File: config.mk
export PLATFORM = sky130hd
export DESIGN_NAME = rv_mc_control_flat
export DESIGN_NICKNAME = d
export VERILOG_FILES = /design/src/rtl/rv_mc_pkg.sv /design/src/rtl/rv_mc_if.sv /design/src/rtl/rv_mc_opcode_decode.sv /design/src/rtl/rv_mc_control.sv /design/src/flat_wrapper.sv
export SDC_FILE = /design/constraint.sdc
export NUM_CORES = 1
export LEC_CHECK = 0
export ABC_AREA = 0
export BUFFER_PORTS_ARGS = -buffer_cell sky130_fd_sc_hd__buf_2
export CORE_MARGIN = 5
export CORE_UTILIZATION = 46
export DETAILED_ROUTE_END_ITERATION = 10
export GPL_ROUTABILITY_DRIVEN = 0
export PLACE_DENSITY = 0.92
export SLEW_MARGIN = 20
export SYNTH_ARGS = -nofsm -noshare
export SYNTH_HDL_FRONTEND = slang
export SYNTH_SLANG_ARGS = --single-unit
File: constraint.sdc
create_clock -name clk_i -period 2.3 [get_ports clk_i]
set_input_delay 0.23 -clock clk_i [delete_from_list [all_inputs] [get_ports clk_i]]
set_output_delay 0.23 -clock clk_i [all_outputs]
set_load 0.02 [all_outputs]
File: src/rtl/rv_mc_pkg.sv
// Shared types and encodings for the multi-cycle RV32I control path.
// States, ALU-op selects, opcodes and datapath mux selects.
package rv_mc_pkg;

  typedef enum logic [3:0] {
    ST_RESET,
    ST_FETCH,
    ST_DECODE,
    ST_MEMADR,
    ST_MEMRD,
    ST_MEMWB,
    ST_MEMWR,
    ST_EXEC_R,
    ST_EXEC_I,
    ST_JAL,
    ST_JALR,
    ST_BRANCH,
    ST_LUI,
    ST_AUIPC,
    ST_TRAP
  } state_e;

  localparam logic [2:0] ALUOP_ADD    = 3'd0;
  localparam logic [2:0] ALUOP_BRANCH = 3'd1;
  localparam logic [2:0] ALUOP_FUNCT  = 3'd2;
  localparam logic [2:0] ALUOP_JAL    = 3'd3;
  localparam logic [2:0] ALUOP_LUI    = 3'd4;
  localparam logic [2:0] ALUOP_AUIPC  = 3'd5;

  localparam logic [6:0] OP_LOAD   = 7'b0000011;
  localparam logic [6:0] OP_STORE  = 7'b0100011;
  localparam logic [6:0] OP_REG    = 7'b0110011;
  localparam logic [6:0] OP_IMM    = 7'b0010011;
  localparam logic [6:0] OP_JAL    = 7'b1101111;
  localparam logic [6:0] OP_JALR   = 7'b1100111;
  localparam logic [6:0] OP_BRANCH = 7'b1100011;
  localparam logic [6:0] OP_LUI    = 7'b0110111;
  localparam logic [6:0] OP_AUIPC  = 7'b0010111;

  localparam logic [1:0] SRC_A_RS1   = 2'd0;
  localparam logic [1:0] SRC_A_PC    = 2'd1;
  localparam logic [1:0] SRC_A_OLDPC = 2'd2;

  localparam logic [1:0] SRC_B_RS2 = 2'd0;
  localparam logic [1:0] SRC_B_IMM = 2'd1;
  localparam logic [1:0] SRC_B_4   = 2'd2;

  localparam logic [1:0] WB_ALU = 2'd0;
  localparam logic [1:0] WB_MEM = 2'd1;
  localparam logic [1:0] WB_PC  = 2'd2;

  function automatic logic is_mem_state(state_e s);
    return (s == ST_FETCH) || (s == ST_MEMRD) ||
           (s == ST_MEMWR);
  endfunction

endpackage

File: src/rtl/rv_mc_if.sv
// Control-to-datapath bundle of the multi-cycle core.
// master: control FSM side; slave: datapath/memory side.
interface rv_mc_if;
  logic [6:0] opcode_i;
  logic       mem_ready_i;
  logic       branch_taken_i;
  logic       mem_req_o;
  logic       mem_we_o;
  logic       mem_addr_sel_o;
  logic       ir_we_o;
  logic       pc_we_o;
  logic       pc_src_o;
  logic [2:0] alu_op_sel_o;
  logic [1:0] alu_src_a_o;
  logic [1:0] alu_src_b_o;
  logic       rf_we_o;
  logic [1:0] wb_sel_o;
  logic       retire_o;
  logic       illegal_o;
  logic       bus_err_o;

  modport master (
    input  opcode_i, mem_ready_i, branch_taken_i,
    output mem_req_o, mem_we_o, mem_addr_sel_o,
    output ir_we_o, pc_we_o, pc_src_o,
    output alu_op_sel_o, alu_src_a_o, alu_src_b_o,
    output rf_we_o, wb_sel_o, retire_o,
    output illegal_o, bus_err_o
  );

  modport slave (
    output opcode_i, mem_ready_i, branch_taken_i,
    input  mem_req_o, mem_we_o, mem_addr_sel_o,
    input  ir_we_o, pc_we_o, pc_src_o,
    input  alu_op_sel_o, alu_src_a_o, alu_src_b_o,
    input  rf_we_o, wb_sel_o, retire_o,
    input  illegal_o, bus_err_o
  );
endinterface

File: src/rtl/rv_mc_opcode_decode.sv
// Maps the IR opcode to the first execute state of the instruction.
// Unknown opcodes report legal=0 and point at TRAP.
module rv_mc_opcode_decode
  import rv_mc_pkg::*;
(
  input  logic [6:0] opcode,
  output state_e     next_state,
  output logic       legal
);

  always_comb begin
    next_state = ST_TRAP;
    legal      = 1'b1;
    unique case (1'b1)
      (opcode == OP_LOAD),
      (opcode == OP_STORE):  next_state = ST_MEMADR;
      (opcode == OP_REG):    next_state = ST_EXEC_R;
      (opcode == OP_IMM):    next_state = ST_EXEC_I;
      (opcode == OP_JAL):    next_state = ST_JAL;
      (opcode == OP_JALR):   next_state = ST_JALR;
      (opcode == OP_BRANCH): next_state = ST_BRANCH;
      (opcode == OP_LUI):    next_state = ST_LUI;
      (opcode == OP_AUIPC):  next_state = ST_AUIPC;
      default:               legal      = 1'b0;
    endcase
  end

endmodule

File: src/rtl/rv_mc_control.sv
// Main control FSM of the multi-cycle RV32I core.
// Steps FETCH, DECODE and up to three execute states per instruction.
module rv_mc_control
  import rv_mc_pkg::*;
#(
  parameter int unsigned MEM_TIMEOUT     = 0,
  parameter bit          TRAP_ON_ILLEGAL = 1'b1
) (
  input logic   clk_i,
  input logic   rst_ni,
  rv_mc_if.master bus
);

  localparam int CW =
    (MEM_TIMEOUT > 0) ? $clog2(MEM_TIMEOUT + 1) : 1;
  localparam logic [CW-1:0] TMAX = CW'(MEM_TIMEOUT);

  state_e        state_q, state_d;
  state_e        dec_state;
  logic          dec_legal;
  logic [CW-1:0] cnt_q;
  logic          illegal_q, bus_err_q;
  logic          set_ill, set_berr, tmo;

  logic       mem_req, mem_we, addr_sel;
  logic       ir_we, pc_we, pc_src;
  logic [2:0] alu_op;
  logic [1:0] src_a, src_b, wb_sel;
  logic       rf_we, retire;

  rv_mc_opcode_decode u_dec (
    .opcode     (bus.opcode_i),
    .next_state (dec_state),
    .legal      (dec_legal)
  );

  // Watchdog fires only on a cycle without ready.
  assign tmo = (MEM_TIMEOUT != 0) && (cnt_q == TMAX);

  always_ff @(posedge clk_i or negedge rst_ni) begin
    if (!rst_ni) begin
      state_q   <= ST_RESET;
      cnt_q     <= '0;
      illegal_q <= 1'b0;
      bus_err_q <= 1'b0;
    end else begin
      state_q   <= state_d;
      illegal_q <= illegal_q | set_ill;
      bus_err_q <= bus_err_q | set_berr;
      if (is_mem_state(state_q) && !bus.mem_ready_i)
        cnt_q <= cnt_q + CW'(1);
      else
        cnt_q <= '0;
    end
  end

  always_comb begin
    state_d  = state_q;
    mem_req  = 1'b0;
    mem_we   = 1'b0;
    addr_sel = 1'b0;
    ir_we    = 1'b0;
    pc_we    = 1'b0;
    pc_src   = 1'b0;
    alu_op   = ALUOP_ADD;
    src_a    = SRC_A_RS1;
    src_b    = SRC_B_RS2;
    rf_we    = 1'b0;
    wb_sel   = WB_ALU;
    retire   = 1'b0;
    set_ill  = 1'b0;
    set_berr = 1'b0;
    unique case (state_q)
      ST_RESET: state_d = ST_FETCH;
      ST_FETCH: begin
        mem_req = 1'b1;
        src_a   = SRC_A_PC;
        src_b   = SRC_B_4;
        if (bus.mem_ready_i) begin
          ir_we   = 1'b1;
          pc_we   = 1'b1;
          state_d = ST_DECODE;
        end else if (tmo) begin
          set_berr = 1'b1;
          state_d  = ST_TRAP;
        end
      end
      ST_DECODE: begin
        src_a   = SRC_A_OLDPC;
        src_b   = SRC_B_IMM;
        state_d = dec_state;
        if (!dec_legal) begin
          set_ill = 1'b1;
          if (!TRAP_ON_ILLEGAL) begin
            state_d = ST_FETCH;
            retire  = 1'b1;
          end
        end
      end
      ST_MEMADR: begin
        src_b   = SRC_B_IMM;
        state_d = (bus.opcode_i == OP_STORE) ?
                  ST_MEMWR : ST_MEMRD;
      end
      ST_MEMRD: begin
        mem_req  = 1'b1;
        addr_sel = 1'b1;
        if (bus.mem_ready_i) begin
          state_d = ST_MEMWB;
        end else if (tmo) begin
          set_berr = 1'b1;
          state_d  = ST_TRAP;
        end
      end
      ST_MEMWB: begin
        rf_we   = 1'b1;
        wb_sel  = WB_MEM;
        retire  = 1'b1;
        state_d = ST_FETCH;
      end
      ST_MEMWR: begin
        mem_req  = 1'b1;
        mem_we   = 1'b1;
        addr_sel = 1'b1;
        if (bus.mem_ready_i) begin
          retire  = 1'b1;
          state_d = ST_FETCH;
        end else if (tmo) begin
          set_berr = 1'b1;
          state_d  = ST_TRAP;
        end
      end
      ST_EXEC_R, ST_EXEC_I: begin
        alu_op  = ALUOP_FUNCT;
        src_b   = (state_q == ST_EXEC_I) ?
                  SRC_B_IMM : SRC_B_RS2;
        rf_we   = 1'b1;
        retire  = 1'b1;
        state_d = ST_FETCH;
      end
      ST_JAL: begin
        alu_op  = ALUOP_JAL;
        rf_we   = 1'b1;
        wb_sel  = WB_PC;
        pc_we   = 1'b1;
        pc_src  = 1'b1;
        retire  = 1'b1;
        state_d = ST_FETCH;
      end
      ST_JALR: begin
        src_b   = SRC_B_IMM;
        rf_we   = 1'b1;
        wb_sel  = WB_PC;
        pc_we   = 1'b1;
        retire  = 1'b1;
        state_d = ST_FETCH;
      end
      ST_BRANCH: begin
        alu_op  = ALUOP_BRANCH;
        pc_src  = 1'b1;
        pc_we   = bus.branch_taken_i;
        retire  = 1'b1;
        state_d = ST_FETCH;
      end
      ST_LUI: begin
        alu_op  = ALUOP_LUI;
        src_b   = SRC_B_IMM;
        rf_we   = 1'b1;
        retire  = 1'b1;
        state_d = ST_FETCH;
      end
      ST_AUIPC: begin
        alu_op  = ALUOP_AUIPC;
        src_a   = SRC_A_OLDPC;
        src_b   = SRC_B_IMM;
        rf_we   = 1'b1;
        retire  = 1'b1;
        state_d = ST_FETCH;
      end
      ST_TRAP: state_d = ST_TRAP;
      default: state_d = ST_TRAP;
    endcase
  end

  assign bus.mem_req_o      = mem_req;
  assign bus.mem_we_o       = mem_we;
  assign bus.mem_addr_sel_o = addr_sel;
  assign bus.ir_we_o        = ir_we;
  assign bus.pc_we_o        = pc_we;
  assign bus.pc_src_o       = pc_src;
  assign bus.alu_op_sel_o   = alu_op;
  assign bus.alu_src_a_o    = src_a;
  assign bus.alu_src_b_o    = src_b;
  assign bus.rf_we_o        = rf_we;
  assign bus.wb_sel_o       = wb_sel;
  assign bus.retire_o       = retire;
  assign bus.illegal_o      = illegal_q;
  assign bus.bus_err_o      = bus_err_q;

endmodule

File: src/flat_wrapper.sv
// flat-port wrapper written by rule: the top's interface ports become plain ports
module rv_mc_control_flat import rv_mc_pkg::*;
#(
  parameter int unsigned MEM_TIMEOUT     = 0,
  parameter bit          TRAP_ON_ILLEGAL = 1'b1
)
  (clk_i, rst_ni, bus_opcode_i, bus_mem_ready_i, bus_branch_taken_i, bus_mem_req_o, bus_mem_we_o, bus_mem_addr_sel_o, bus_ir_we_o, bus_pc_we_o, bus_pc_src_o, bus_alu_op_sel_o, bus_alu_src_a_o, bus_alu_src_b_o, bus_rf_we_o, bus_wb_sel_o, bus_retire_o, bus_illegal_o, bus_bus_err_o);
  rv_mc_if bus_i ();
  input logic clk_i;
  input logic rst_ni;
  input wire logic [$bits(bus_i.opcode_i)-1:0] bus_opcode_i;
  input wire logic [$bits(bus_i.mem_ready_i)-1:0] bus_mem_ready_i;
  input wire logic [$bits(bus_i.branch_taken_i)-1:0] bus_branch_taken_i;
  output wire logic [$bits(bus_i.mem_req_o)-1:0] bus_mem_req_o;
  output wire logic [$bits(bus_i.mem_we_o)-1:0] bus_mem_we_o;
  output wire logic [$bits(bus_i.mem_addr_sel_o)-1:0] bus_mem_addr_sel_o;
  output wire logic [$bits(bus_i.ir_we_o)-1:0] bus_ir_we_o;
  output wire logic [$bits(bus_i.pc_we_o)-1:0] bus_pc_we_o;
  output wire logic [$bits(bus_i.pc_src_o)-1:0] bus_pc_src_o;
  output wire logic [$bits(bus_i.alu_op_sel_o)-1:0] bus_alu_op_sel_o;
  output wire logic [$bits(bus_i.alu_src_a_o)-1:0] bus_alu_src_a_o;
  output wire logic [$bits(bus_i.alu_src_b_o)-1:0] bus_alu_src_b_o;
  output wire logic [$bits(bus_i.rf_we_o)-1:0] bus_rf_we_o;
  output wire logic [$bits(bus_i.wb_sel_o)-1:0] bus_wb_sel_o;
  output wire logic [$bits(bus_i.retire_o)-1:0] bus_retire_o;
  output wire logic [$bits(bus_i.illegal_o)-1:0] bus_illegal_o;
  output wire logic [$bits(bus_i.bus_err_o)-1:0] bus_bus_err_o;
  assign bus_i.opcode_i = bus_opcode_i;
  assign bus_i.mem_ready_i = bus_mem_ready_i;
  assign bus_i.branch_taken_i = bus_branch_taken_i;
  assign bus_mem_req_o = bus_i.mem_req_o;
  assign bus_mem_we_o = bus_i.mem_we_o;
  assign bus_mem_addr_sel_o = bus_i.mem_addr_sel_o;
  assign bus_ir_we_o = bus_i.ir_we_o;
  assign bus_pc_we_o = bus_i.pc_we_o;
  assign bus_pc_src_o = bus_i.pc_src_o;
  assign bus_alu_op_sel_o = bus_i.alu_op_sel_o;
  assign bus_alu_src_a_o = bus_i.alu_src_a_o;
  assign bus_alu_src_b_o = bus_i.alu_src_b_o;
  assign bus_rf_we_o = bus_i.rf_we_o;
  assign bus_wb_sel_o = bus_i.wb_sel_o;
  assign bus_retire_o = bus_i.retire_o;
  assign bus_illegal_o = bus_i.illegal_o;
  assign bus_bus_err_o = bus_i.bus_err_o;
  rv_mc_control #(.MEM_TIMEOUT(MEM_TIMEOUT), .TRAP_ON_ILLEGAL(TRAP_ON_ILLEGAL)) u_core (.clk_i(clk_i), .rst_ni(rst_ni), .bus(bus_i));
endmodule
# Word-level counts from Yosys, hierarchy flattened
# Index checks and enable logic that the tools add are counted.
dict set report op_classes {
  n_eq_ne 25
  n_mux 23
  reduce_logical 14
  bitwise 1
}
# op count
set ops {}
lappend ops {{4-bit case mux with 8 select lines} 1}
lappend ops {{4-bit equality test (second input constant)} 6}
lappend ops {{4-bit case mux with 6 select lines} 1}
lappend ops {{7-bit by 6-bit equality test with 1-bit output (second input constant)} 3}
lappend ops {{7-bit equality test (second input constant)} 3}
lappend ops {{9-bit OR reduction} 2}
lappend ops {{4-bit by 3-bit equality test with 1-bit output (second input constant)} 4}
lappend ops {{3-bit case mux with 5 select lines} 1}
lappend ops {{7-bit by 5-bit equality test with 1-bit output (second input constant)} 2}
lappend ops {{4-bit two-way mux} 3}
lappend ops {{2-bit OR reduction} 6}
lappend ops {{1-bit two-way mux} 11}
lappend ops {{4-bit by 2-bit equality test with 1-bit output (second input constant)} 2}
lappend ops {{2-bit case mux with 2 select lines} 2}
lappend ops {{8-bit OR reduction} 1}
lappend ops {{7-bit by 2-bit equality test with 1-bit output (second input constant)} 1}
lappend ops {{7-bit OR reduction} 1}
lappend ops {{2-bit inequality test (second input constant)} 3}
lappend ops {{2-bit case mux with 3 select lines} 1}
lappend ops {{5-bit OR reduction} 1}
lappend ops {{4-bit by 1-bit equality test with 1-bit output (second input constant)} 1}
lappend ops {{4-bit zero test} 1}
lappend ops {{1-bit case mux with 3 select lines} 1}
lappend ops {{3-bit AND reduction} 1}
lappend ops {{4 further kinds} 4}
dict set report totals {
  regBits 5
  wordCells 65
  inputBits 11
}

# Logic depth before layout (Yosys ltp)
# Gate-level depths: netlist of the first run.
dict set report logic_depth {
  ltp_word 6
  mapped_depth 5
  depth_no_buf 4
}

# By module
# From an unflattened synthesis of the first run, not the netlist that was laid out.
dict set report unflattened {
  cells_unflattened 100
  hier_area_um2 700.7
}
# module seq_area_each_um2 area_each_um2 instances cells_per_inst
set modules_own_cells {}
lappend modules_own_cells {rv_mc_control 125.1 546.8 1 76}
lappend modules_own_cells {rv_mc_opcode_decode 0.0 153.9 1 24}

# Worst setup path before layout of the first run
# No wires, ideal clock.
dict set report synth_timing {
  path_kind {reg2out}
  start {register u_core.state_q[1]}
  end {output bus_pc_we_o}
  t_arrival_ps 1765
  stages_incl_launch_ff 5
  setup_slack_ps 305
  cell_sequence {dfrtp_1 -> buf_6 -> nand2_1 -> nor2_1 -> a2111oi_0}
}
dict set report synth_between {
  elab_chain_cells 3
}
# element line
set synth_lines {}
lappend synth_lines {{start: declaration} rv_mc_control.sv:18} ;# state_e state_q, state_d;
lappend synth_lines {{start signal: assignment} rv_mc_control.sv:47} ;# state_q <= state_d;
lappend synth_lines {{4-bit equality test} rv_mc_control.sv:73} ;# unique case (state_q)
lappend synth_lines {{2-bit OR reduction (no source line)} n/a}
lappend synth_lines {{1-bit case mux with 3 select lines (*)} rv_mc_control.sv:73}
lappend synth_lines {{end: declaration} flat_wrapper.sv:18} ;# output wire logic [$bits(bus_i.pc_we_o)-1:0] bus_pc_we_o;
# Every way passes the cells marked *; elsewhere a longest branch is shown, timed or not.

# Worst setup path after layout of the first run
dict set report layout_timing {
  start {register u_core.state_q[0]}
  end {output bus_pc_we_o}
}
# Same word-level chain as after synthesis.

==> impl_metrics.json, run 1 <==
{
  "status": "finished, final reports clean",
  "p_per_area_nw_per_um2": 1050,
  "placed_area_um2": 714,
  "cp_cell_sequence": "inv_1, a2111oi_0, buf_2",
  "die_x_um": 46.3,
  "ys_types": 38,
  "r2r_end": "u_core.state_q[3]",
  "cp_data_required_time_ns": 2.07,
  "syn_avg_cell_area_um2": 6.90,
  "wl_per_cell_um": 12.4,
  "grt.met3_usage_pct": 1.17,
  "finalNonFillerCells": 128,
  "grt_pass1_wl_mm": 2.55,
  "synth-seq-cells": 5,
  "dr.pass1.iters": 4,
  "crit_path_end_kind": "output port",
  "multiInputGateArea_um2": 408,
  "synth-edff-count": 0,
  "hold_viol_final": 0,
  "reg2regPathDepth": 4,
  "synth_flop_cell": "dfrtp_1",
  "grt_pass1_vias": 592,
  "r2r_slack_ns": 0.91,
  "synthCells": 88,
  "final_area_um2": 751,
  "netlist_area_um2": 607,
  "async_reset_ff_share_pct": 100,
  "drt_iter0_drc": 26,
  "r2r_start": "u_core.state_q[3]",
  "setup_viol": 0,
  "grt_util_met2_pct": 26.6,
  "clock_skew_ns": 0.00696,
  "synth_nets": 99,
  "nFillCells": 124,
  "htree_levels": 1,
  "rsz0062_at_grt": "false",
  "hp-class": "input pin to async pin",
  "min_period_over_period_pct": 84.0,
  "fmax_ghz": 0.518,
  "power_leakage_nw": 0.386,
  "critPathMaxStageDelay_ns": 0.62,
  "cts-buffers-inserted": 3,
  "drc_errors": 0,
  "ant_nets": 0,
  "drv_cap": 0,
  "diodes": 0,
  "peakVddDrop_mv": 0.409,
  "min_period_ns": 1.93,
  "pin_count": 30,
  "clk_pin_slew_ns": 0.05,
  "die-area_um2": 2150,
  "top_usage_layer": "met2",
  "yosysWarnings": 0,
  "area_growth_syn_to_layout_pct": 23.7,
  "start_util_pct": 47.8,
  "grt_max_degree": 19,
  "cts.sinks": 5,
  "finalPower_mw": 0.790,
  "seqCellArea_um2": 125,
  "crit_slowest_cell": "dfrtp_1",
  "numPortBuffers": 28,
  "dp_hpwl_mm": 1.25,
  "arrival_ns": 1.70,
  "grt_util_met1_pct": 21.0,
  "grt_overflow": 0,
  "slew_viol_final": 0,
  "setup_tns_ns": 0,
  "totalWireLength_mm": 1.59,
  "core_area_um2": 1270,
  "clk_latency_ns": 0.25,
  "final_nets": 125,
  "grtUsageTotal_pct": 16.2,
  "std_cell_rows": 13,
  "clockBufferDepth": 2,
  "ys_seq_area_share_pct": 20.6,
  "antenna_found_initial": 0,
  "vias_per_cell": 5.66,
  "die_h_um": 46.3,
  "startpoint_type": "flop",
  "drive_gt1_share_pct": 33.6,
  "placed_cells": 123,
  "cp_max_fo": 15,
  "crit_type": "flop to output port",
  "cts_root_buffer": "clkbuf_4",
  "cts_tree": "yes",
  "post_cts_resize_count": 0,
  "via_count": 724
}
[cells in the mapped netlist, types with 2 or more instances]
library cell,instances,area share [%]
dfrtp_1,5,21
o21bai_1,2,2.5
o21ai_0,6,4.9
nand2_1,10,6.2
nor2_1,9,5.6
buf_4,2,2.5
nand2b_1,2,2.1
nand4_1,2,2.1
buf_2,5,4.1
inv_1,5,3.1
a21oi_1,6,4.9
nor3_1,4,3.3
a21o_1,2,2.5
nand3_1,2,1.6
and3_1,3,3.1
[final cells by class]
class / instances / area share [%]
timing repair buffer: 29 / 20.0
clock buffer: 4 / 3.50
multi-input combinational: 69 / 54.3
sequential: 5 / 16.7
inverter: 6 / 3.00
tap: 15 / 2.50
[critical path, delay by kind of cell, from the launching register on]
family / cells / cell delay (ns)
flops: 1 / 0.62
buf+inv: 2 / 0.39
compound gates: 1 / 0.44
[stage by stage]
stage | util [%] | hold slack [ns] | worst slack (ns)
6_report | 59.2 | 0.331 | 0.368
5_1_grt | 59.2 | 0.340 | 0.204
4_1_cts | 59.2 | 0.333 | 0.415
3_5_place_dp | 56.3 | 0.0539 | 0.680
3_3_place_gp | 56.3 | 0.0460 | 0.702
2_1_floorplan | - | -0.0656 | 0.305
[kinds of logic after synthesis]
family / synth area share (%)
AOI/OAI and AO/OA: 30.5
and+or+nand+nor: 32.8
buffers and inverters: 12.2
DFF: 20.6
adders and majority gates: 1.86
other: 0.618
xor gates and xnor gates: 1.44
[metal layers]
metal | up-vias | wire length, um
met5 | - | 0
met4 | 0 | 23
met3 | 2 | 145
met2 | 35 | 727
met1 | 324 | 697
li1 | 363 | -
[registers in the layout, summed over array words and instances, names as in the netlist]
signal,flops
u_core.state_q,4
u_core.bus.illegal_o,1
[power breakdown]
part / switching [mW] / internal [mW]
Combinational: 0.306 / 0.178
Sequential: 0.0885 / 0.113
Clock: 0.0383 / 0.0657
[timing repair]
action	CTS	global route
setup endpoints to repair	0	0
buffers inserted	0	0
endpoints found under the hold margin	5	0
hold buffers	1	0
[worst max path at each step]
stage,from,to
after floorplan,u_core.state_q[1],bus_pc_we_o
after global placement,u_core.state_q[1],bus_ir_we_o
after detailed placement,u_core.state_q[0],bus_pc_we_o
after CTS,u_core.state_q[0],bus_pc_we_o
after global routing,u_core.state_q[0],bus_ir_we_o
final,u_core.state_q[0],bus_pc_we_o
[cells in the final DEF, fill, tap and decap left out, drive strengths merged, types with 2 or more instances in the layout]
cell type / synthesis / routed
buf: 8 / 28
nand2: 10 / 10
nor2: 10 / 10
a21oi: 7 / 7
o21ai: 6 / 6
inv: 6 / 6
dfrtp: 5 / 5
nor3: 4 / 4
clkbuf: 0 / 4
and3: 3 / 3
nand2b: 2 / 2
nand3: 2 / 2
o21bai: 2 / 2
nand4: 2 / 2
a21o: 2 / 2
nor3b: 2 / 2
(Power assumes the default switching activity.)
==> inputs of run 2 (changes only) <==
--- a/config.mk
+++ b/config.mk
@@ -8,10 +8,10 @@
 export ABC_AREA = 0
 export BUFFER_PORTS_ARGS = -buffer_cell sky130_fd_sc_hd__buf_2
 export CORE_MARGIN = 5
-export CORE_UTILIZATION = 46
+export CORE_UTILIZATION = 40
 export DETAILED_ROUTE_END_ITERATION = 10
 export GPL_ROUTABILITY_DRIVEN = 0
-export PLACE_DENSITY = 0.92
+export PLACE_DENSITY = 0.86
 export SLEW_MARGIN = 20
 export SYNTH_ARGS = -nofsm -noshare
 export SYNTH_HDL_FRONTEND = slang
==> constraint.sdc (replaced) <==
create_clock -name clk_i -period 1.7 [get_ports clk_i]
set_input_delay 0.17 -clock clk_i [delete_from_list [all_inputs] [get_ports clk_i]]
set_output_delay 0.17 -clock clk_i [all_outputs]
set_load 0.02 [all_outputs]
==> impl_metrics.json, run 2 (same netlist as run 1, synthesis figures left out) <==
{
  "die-area_um2": 2400,
  "critPathMaxStageDelay_ns": 0.43,
  "min_period_over_period_pct": 98.5,
  "drv_cap": 0,
  "arrival_ns": 1.50,
  "area_growth_syn_to_layout_pct": 30.9,
  "start_util_pct": 41.2,
  "power_leakage_nw": 0.400,
  "cts_tree": "yes",
  "multiInputGateArea_um2": 425,
  "final_cell_mix": "28 x buf_2, 9 x nand2_1, 9 x nor2_1",
  "slew_viol_final": 0,
  "power_frac_comb_pct": 67.5,
  "status": "finished, final reports clean",
  "min_period_ns": 1.67,
  "via_count": 735,
  "clockBufferDepth": 2,
  "rsz0062_at_grt": "true",
  "clk_latency_ns": 0.24,
  "antenna_found_initial": 0,
  "crit_slowest_cell": "dfrtp_1",
  "cts.sinks": 5,
  "switching_share_pct": 54.1,
  "die_h_um": 49.0,
  "core_area_um2": 1470,
  "hp-class": "input pin to async pin",
  "pre_cts_slack_ns": 0.198,
  "grtUsageTotal_pct": 14.3,
  "placed_cells": 127,
  "setup_slack_ns": 0.0257,
  "p_sw_mw": 0.632,
  "wl_per_cell_um": 12.8,
  "grt_pass1_vias": 608,
  "setup_tns_ns": 0,
  "hold_viol_final": 0,
  "std_cell_rows": 14,
  "crit_path_end_kind": "output port",
  "largest_register_ffs": 4,
  "startpoint_type": "flop",
  "p_int_mw": 0.535,
  "cts-buffers-inserted": 3,
  "setup_viol": 0,
  "clk_pin_slew_ns": 0.04,
  "htree_levels": 1,
  "dp_hpwl_mm": 1.33,
  "p_per_area_nw_per_um2": 1470,
  "grt_pass1_wl_mm": 2.80,
  "nFillCells": 152,
  "cts_root_buffer": "clkbuf_4",
  "finalPower_mw": 1.17,
  "vias_per_cell": 5.57,
  "pin_count": 30,
  "final_common_cell": "buf_2",
  "totalWireLength_mm": 1.69,
  "crit_buf_inv": 2,
  "drc_errors": 0,
  "cp_top_family": "flip-flops",
  "diodes": 0,
  "clock_skew_ns": 0.00296,
  "finalNonFillerCells": 132,
  "drive_gt1_share_pct": 40.5,
  "seqCellArea_um2": 128,
  "fmax_ghz": 0.597,
  "drt_iter0_drc": 19,
  "final_nets": 128,
  "dr.pass1.iters": 4,
  "numPortBuffers": 28,
  "regMostFlops": "u_core.state_q",
  "ant_nets": 0,
  "cp_cell_sequence": "buf_4, nor2_2, nand3_1, o21ai_0, buf_2",
  "peakVddDrop_mv": 0.400,
  "clkPwrFrac_pct": 11.8,
  "cp_max_fo": 14,
  "grt_max_degree": 15,
  "die_x_um": 49.0,
  "grt_overflow": 0,
  "crit_type": "flop to output port",
  "seqPwrFrac_pct": 20.8,
  "cp_data_required_time_ns": 1.53
}
run 2: final timing paths:
kind,cells after the start,slack [ns],from,end
max,5,0.03,u_core.state_q[3],bus_alu_src_a_o[1]
min,2,0.28,rst_ni,u_core.bus.illegal_o
max reg2reg,5,0.33,u_core.state_q[3],u_core.state_q[3]
min reg2reg,1,0.48,u_core.bus.illegal_o,u_core.bus.illegal_o
max in group asynchronous,2,1.28,rst_ni,u_core.state_q[2]
min in group clk_i,3,0.30,bus_mem_ready_i,u_core.state_q[1]
run 2: area by class of cell:
type,instances,area share [%]
sequential,5,16.1
clock buffer,4,3.31
tap,16,2.52
multi-input combinational,69,53.5
inverter,6,2.83
timing repair buffer,32,21.7
run 2: power groups by stage:
stage          clock (mW)  sequential [mW]  combinational, mW
2_1_floorplan           0            0.192              0.583
3_3_place_gp            0            0.224              0.737
3_5_place_dp            0            0.228              0.755
4_1_cts             0.139            0.228              0.769
5_1_grt             0.156            0.252              0.858
6_report            0.137            0.242              0.787
run 2: through the flow:
step                      util [%]  hold slack, ns  instance area, um^2
after floorplan                  -          -0.126                  608
after global placement        50.3         -0.0158                  739
after detailed placement      50.3         -0.0115                  739
after CTS                     53.1           0.264                  781
after global routing          54.0           0.281                  795
final                         54.0           0.276                  795
run 2: repair_timing:
| item | in CTS | in global routing |
|---|---|---|
| hold buffers | 1 | 0 |
| endpoints found under the hold margin | 5 | 0 |
| cloned | 0 | 0 |
| setup endpoints to repair | 2 | 5 |
| buffers inserted | 0 | 0 |
| gates resized for setup | 1 | 6 |
run 2: worst reg2reg max path, stage by stage (launching register included):
cell     delay, ns
dfrtp_1       0.43
buf_4         0.20
nor2_2        0.14
nand3_1       0.19
a21o_1        0.21
a21oi_1       0.13
run 2: routing by layer:
layer	GRT usage, %	wire length, um
met1	18.3	703
met2	23.0	843
met3	3.36	110
met4	5.38	27
met5	0	0
==> inputs of run 3 (changes only) <==
--- a/config.mk
+++ b/config.mk
@@ -11,6 +11,7 @@
 export CORE_UTILIZATION = 40
 export DETAILED_ROUTE_END_ITERATION = 10
 export GPL_ROUTABILITY_DRIVEN = 0
+export MAX_ROUTING_LAYER = met4
 export PLACE_DENSITY = 0.86
 export SLEW_MARGIN = 20
 export SYNTH_ARGS = -nofsm -noshare
==> impl_metrics.json, run 3 (same netlist as run 1, synthesis figures left out) <==
{
  "clock_skew_ns": 0.00293,
  "die_x_um": 49.0,
  "r2r_end": "u_core.state_q[3]",
  "drv_cap": 0,
  "peakVddDrop_mv": 0.400,
  "wl_per_cell_um": 12.7,
  "grtUsageTotal_pct": 14.7,
  "grt_pass1_wl_mm": 2.81,
  "cts_tree": "yes",
  "pre_cts_slack_ns": 0.198,
  "largest_register_ffs": 4,
  "via_count": 733,
  "reg2regPathDepth": 5,
  "switching_share_pct": 54.1,
  "min_period_ns": 1.67,
  "cts.sinks": 5,
  "status": "finished, final reports clean",
  "dp_hpwl_mm": 1.33,
  "std_cell_rows": 14,
  "cp_cell_sequence": "buf_4, nor2_2, nand3_1, o21ai_0, buf_2",
  "clk_pin_slew_ns": 0.04,
  "cts_setup_buffers": 0,
  "grt_max_degree": 15,
  "final_area_um2": 795,
  "r2r_start": "u_core.state_q[3]",
  "htree_levels": 1,
  "critPathMaxStageDelay_ns": 0.43,
  "fmax_ghz": 0.598,
  "grt_pass1_vias": 606,
  "start_util_pct": 41.2,
  "nFillCells": 152,
  "die-area_um2": 2400,
  "numPortBuffers": 28,
  "hp-class": "input pin to async pin",
  "crit_end": "bus_alu_src_a_o[1]",
  "critPathLaunch": "u_core.state_q[3]",
  "drt_iter0_drc": 19,
  "r2r_slack_ns": 0.33,
  "p_per_area_nw_per_um2": 1470,
  "seqPwrFrac_pct": 20.8,
  "p_sw_mw": 0.631,
  "min_period_over_period_pct": 98.4,
  "drive_gt1_share_pct": 40.5,
  "drc_errors": 0,
  "crit_slowest_cell": "dfrtp_1",
  "holdWs_ns": 0.277,
  "setup_viol": 0,
  "vias_per_cell": 5.55,
  "cts_root_buffer": "clkbuf_4",
  "cp_data_required_time_ns": 1.53,
  "totalWireLength_mm": 1.68,
  "final_nets": 128,
  "final_common_cell": "buf_2",
  "setup_tns_ns": 0,
  "power_leakage_nw": 0.400,
  "startpoint_type": "flop",
  "diodes": 0,
  "area_growth_syn_to_layout_pct": 30.9,
  "cp_max_fo": 14,
  "hold_viol_final": 0,
  "crit_path_end_kind": "output port",
  "crit_type": "flop to output port",
  "slew_viol_final": 0,
  "core_area_um2": 1470,
  "dr.pass1.iters": 4,
  "p_int_mw": 0.535,
  "clkPwrFrac_pct": 11.7,
  "grt_overflow": 0,
  "cts-buffers-inserted": 3,
  "ant_nets": 0,
  "power_frac_comb_pct": 67.5,
  "die_h_um": 49.0,
  "rsz0062_at_grt": "true",
  "setup_slack_ns": 0.0274,
  "clk_latency_ns": 0.24,
  "arrival_ns": 1.50,
  "clockBufferDepth": 2,
  "placed_area_um2": 739,
  "antenna_found_initial": 0,
  "pin_count": 30,
  "regMostFlops": "u_core.state_q",
  "final_cell_mix": "28 x buf_2, 9 x nand2_1, 9 x nor2_1"
}
## run 3: stage by stage
stage | util (%) | power (mW) | instances
floorplan | - | 0.775 | 88
detailed placement | 50.3 | 0.983 | 127
global placement | 50.3 | 0.961 | 127
finish | 54.0 | 1.17 | 132
global route | 54.0 | 1.27 | 132
CTS | 53.1 | 1.14 | 132
## run 3: how the worst min path moves through the flow
stage | to | slack [ns] | cells past startpoint
after floorplan | u_core.bus.illegal_o | -0.13 | 0
after global placement | u_core.bus.illegal_o | -0.02 | 1
after detailed placement | u_core.bus.illegal_o | -0.01 | 1
after CTS | u_core.bus.illegal_o | 0.26 | 2
after global routing | u_core.state_q[3] | 0.28 | 2
final | u_core.bus.illegal_o | 0.28 | 2
## run 3: cell type report
cell class              instances  area [um^2]  area share, %
flip-flops and latches          5          128           16.1
inverters                       6         22.5           2.83
multi-input cells              69          425           53.5
repair buffers                 32          173           21.7
well taps                      16         20.0           2.52
clock buffers                   4         26.3           3.31
## run 3: repair_timing
action                                  CTS  global route
resized for setup                         1             6
endpoints found under the setup margin    2             5
hold endpoints to repair                  5             0
pin swaps                                 0             0
hold buffers                              1             0
## run 3: per-layer routing
layer | share of wire [%] | global-route usage [%] | routed length [um]
met5 | 0 | - | 0
met3 | 6.7 | 3.36 | 112
met4 | 1.6 | 5.38 | 27
met2 | 50 | 23.0 | 838
met1 | 42 | 18.3 | 704
## run 3: worst max-delay path, delay by kind of cell, from the launching register on
family                 cells  cell delay (ns)
buffers and inverters      2             0.38
AOI/OAI and AO/OA          1             0.12
DFF                        1             0.43
and+or+nand+nor            2             0.33
## run 3: power groups by stage
stage	combinational [mW]	sequential (mW)	clock [mW]
2_1_floorplan	0.583	0.192	0
3_3_place_gp	0.737	0.224	0
3_5_place_dp	0.755	0.228	0
4_1_cts	0.769	0.228	0.139
5_1_grt	0.858	0.252	0.156
6_report	0.787	0.242	0.137
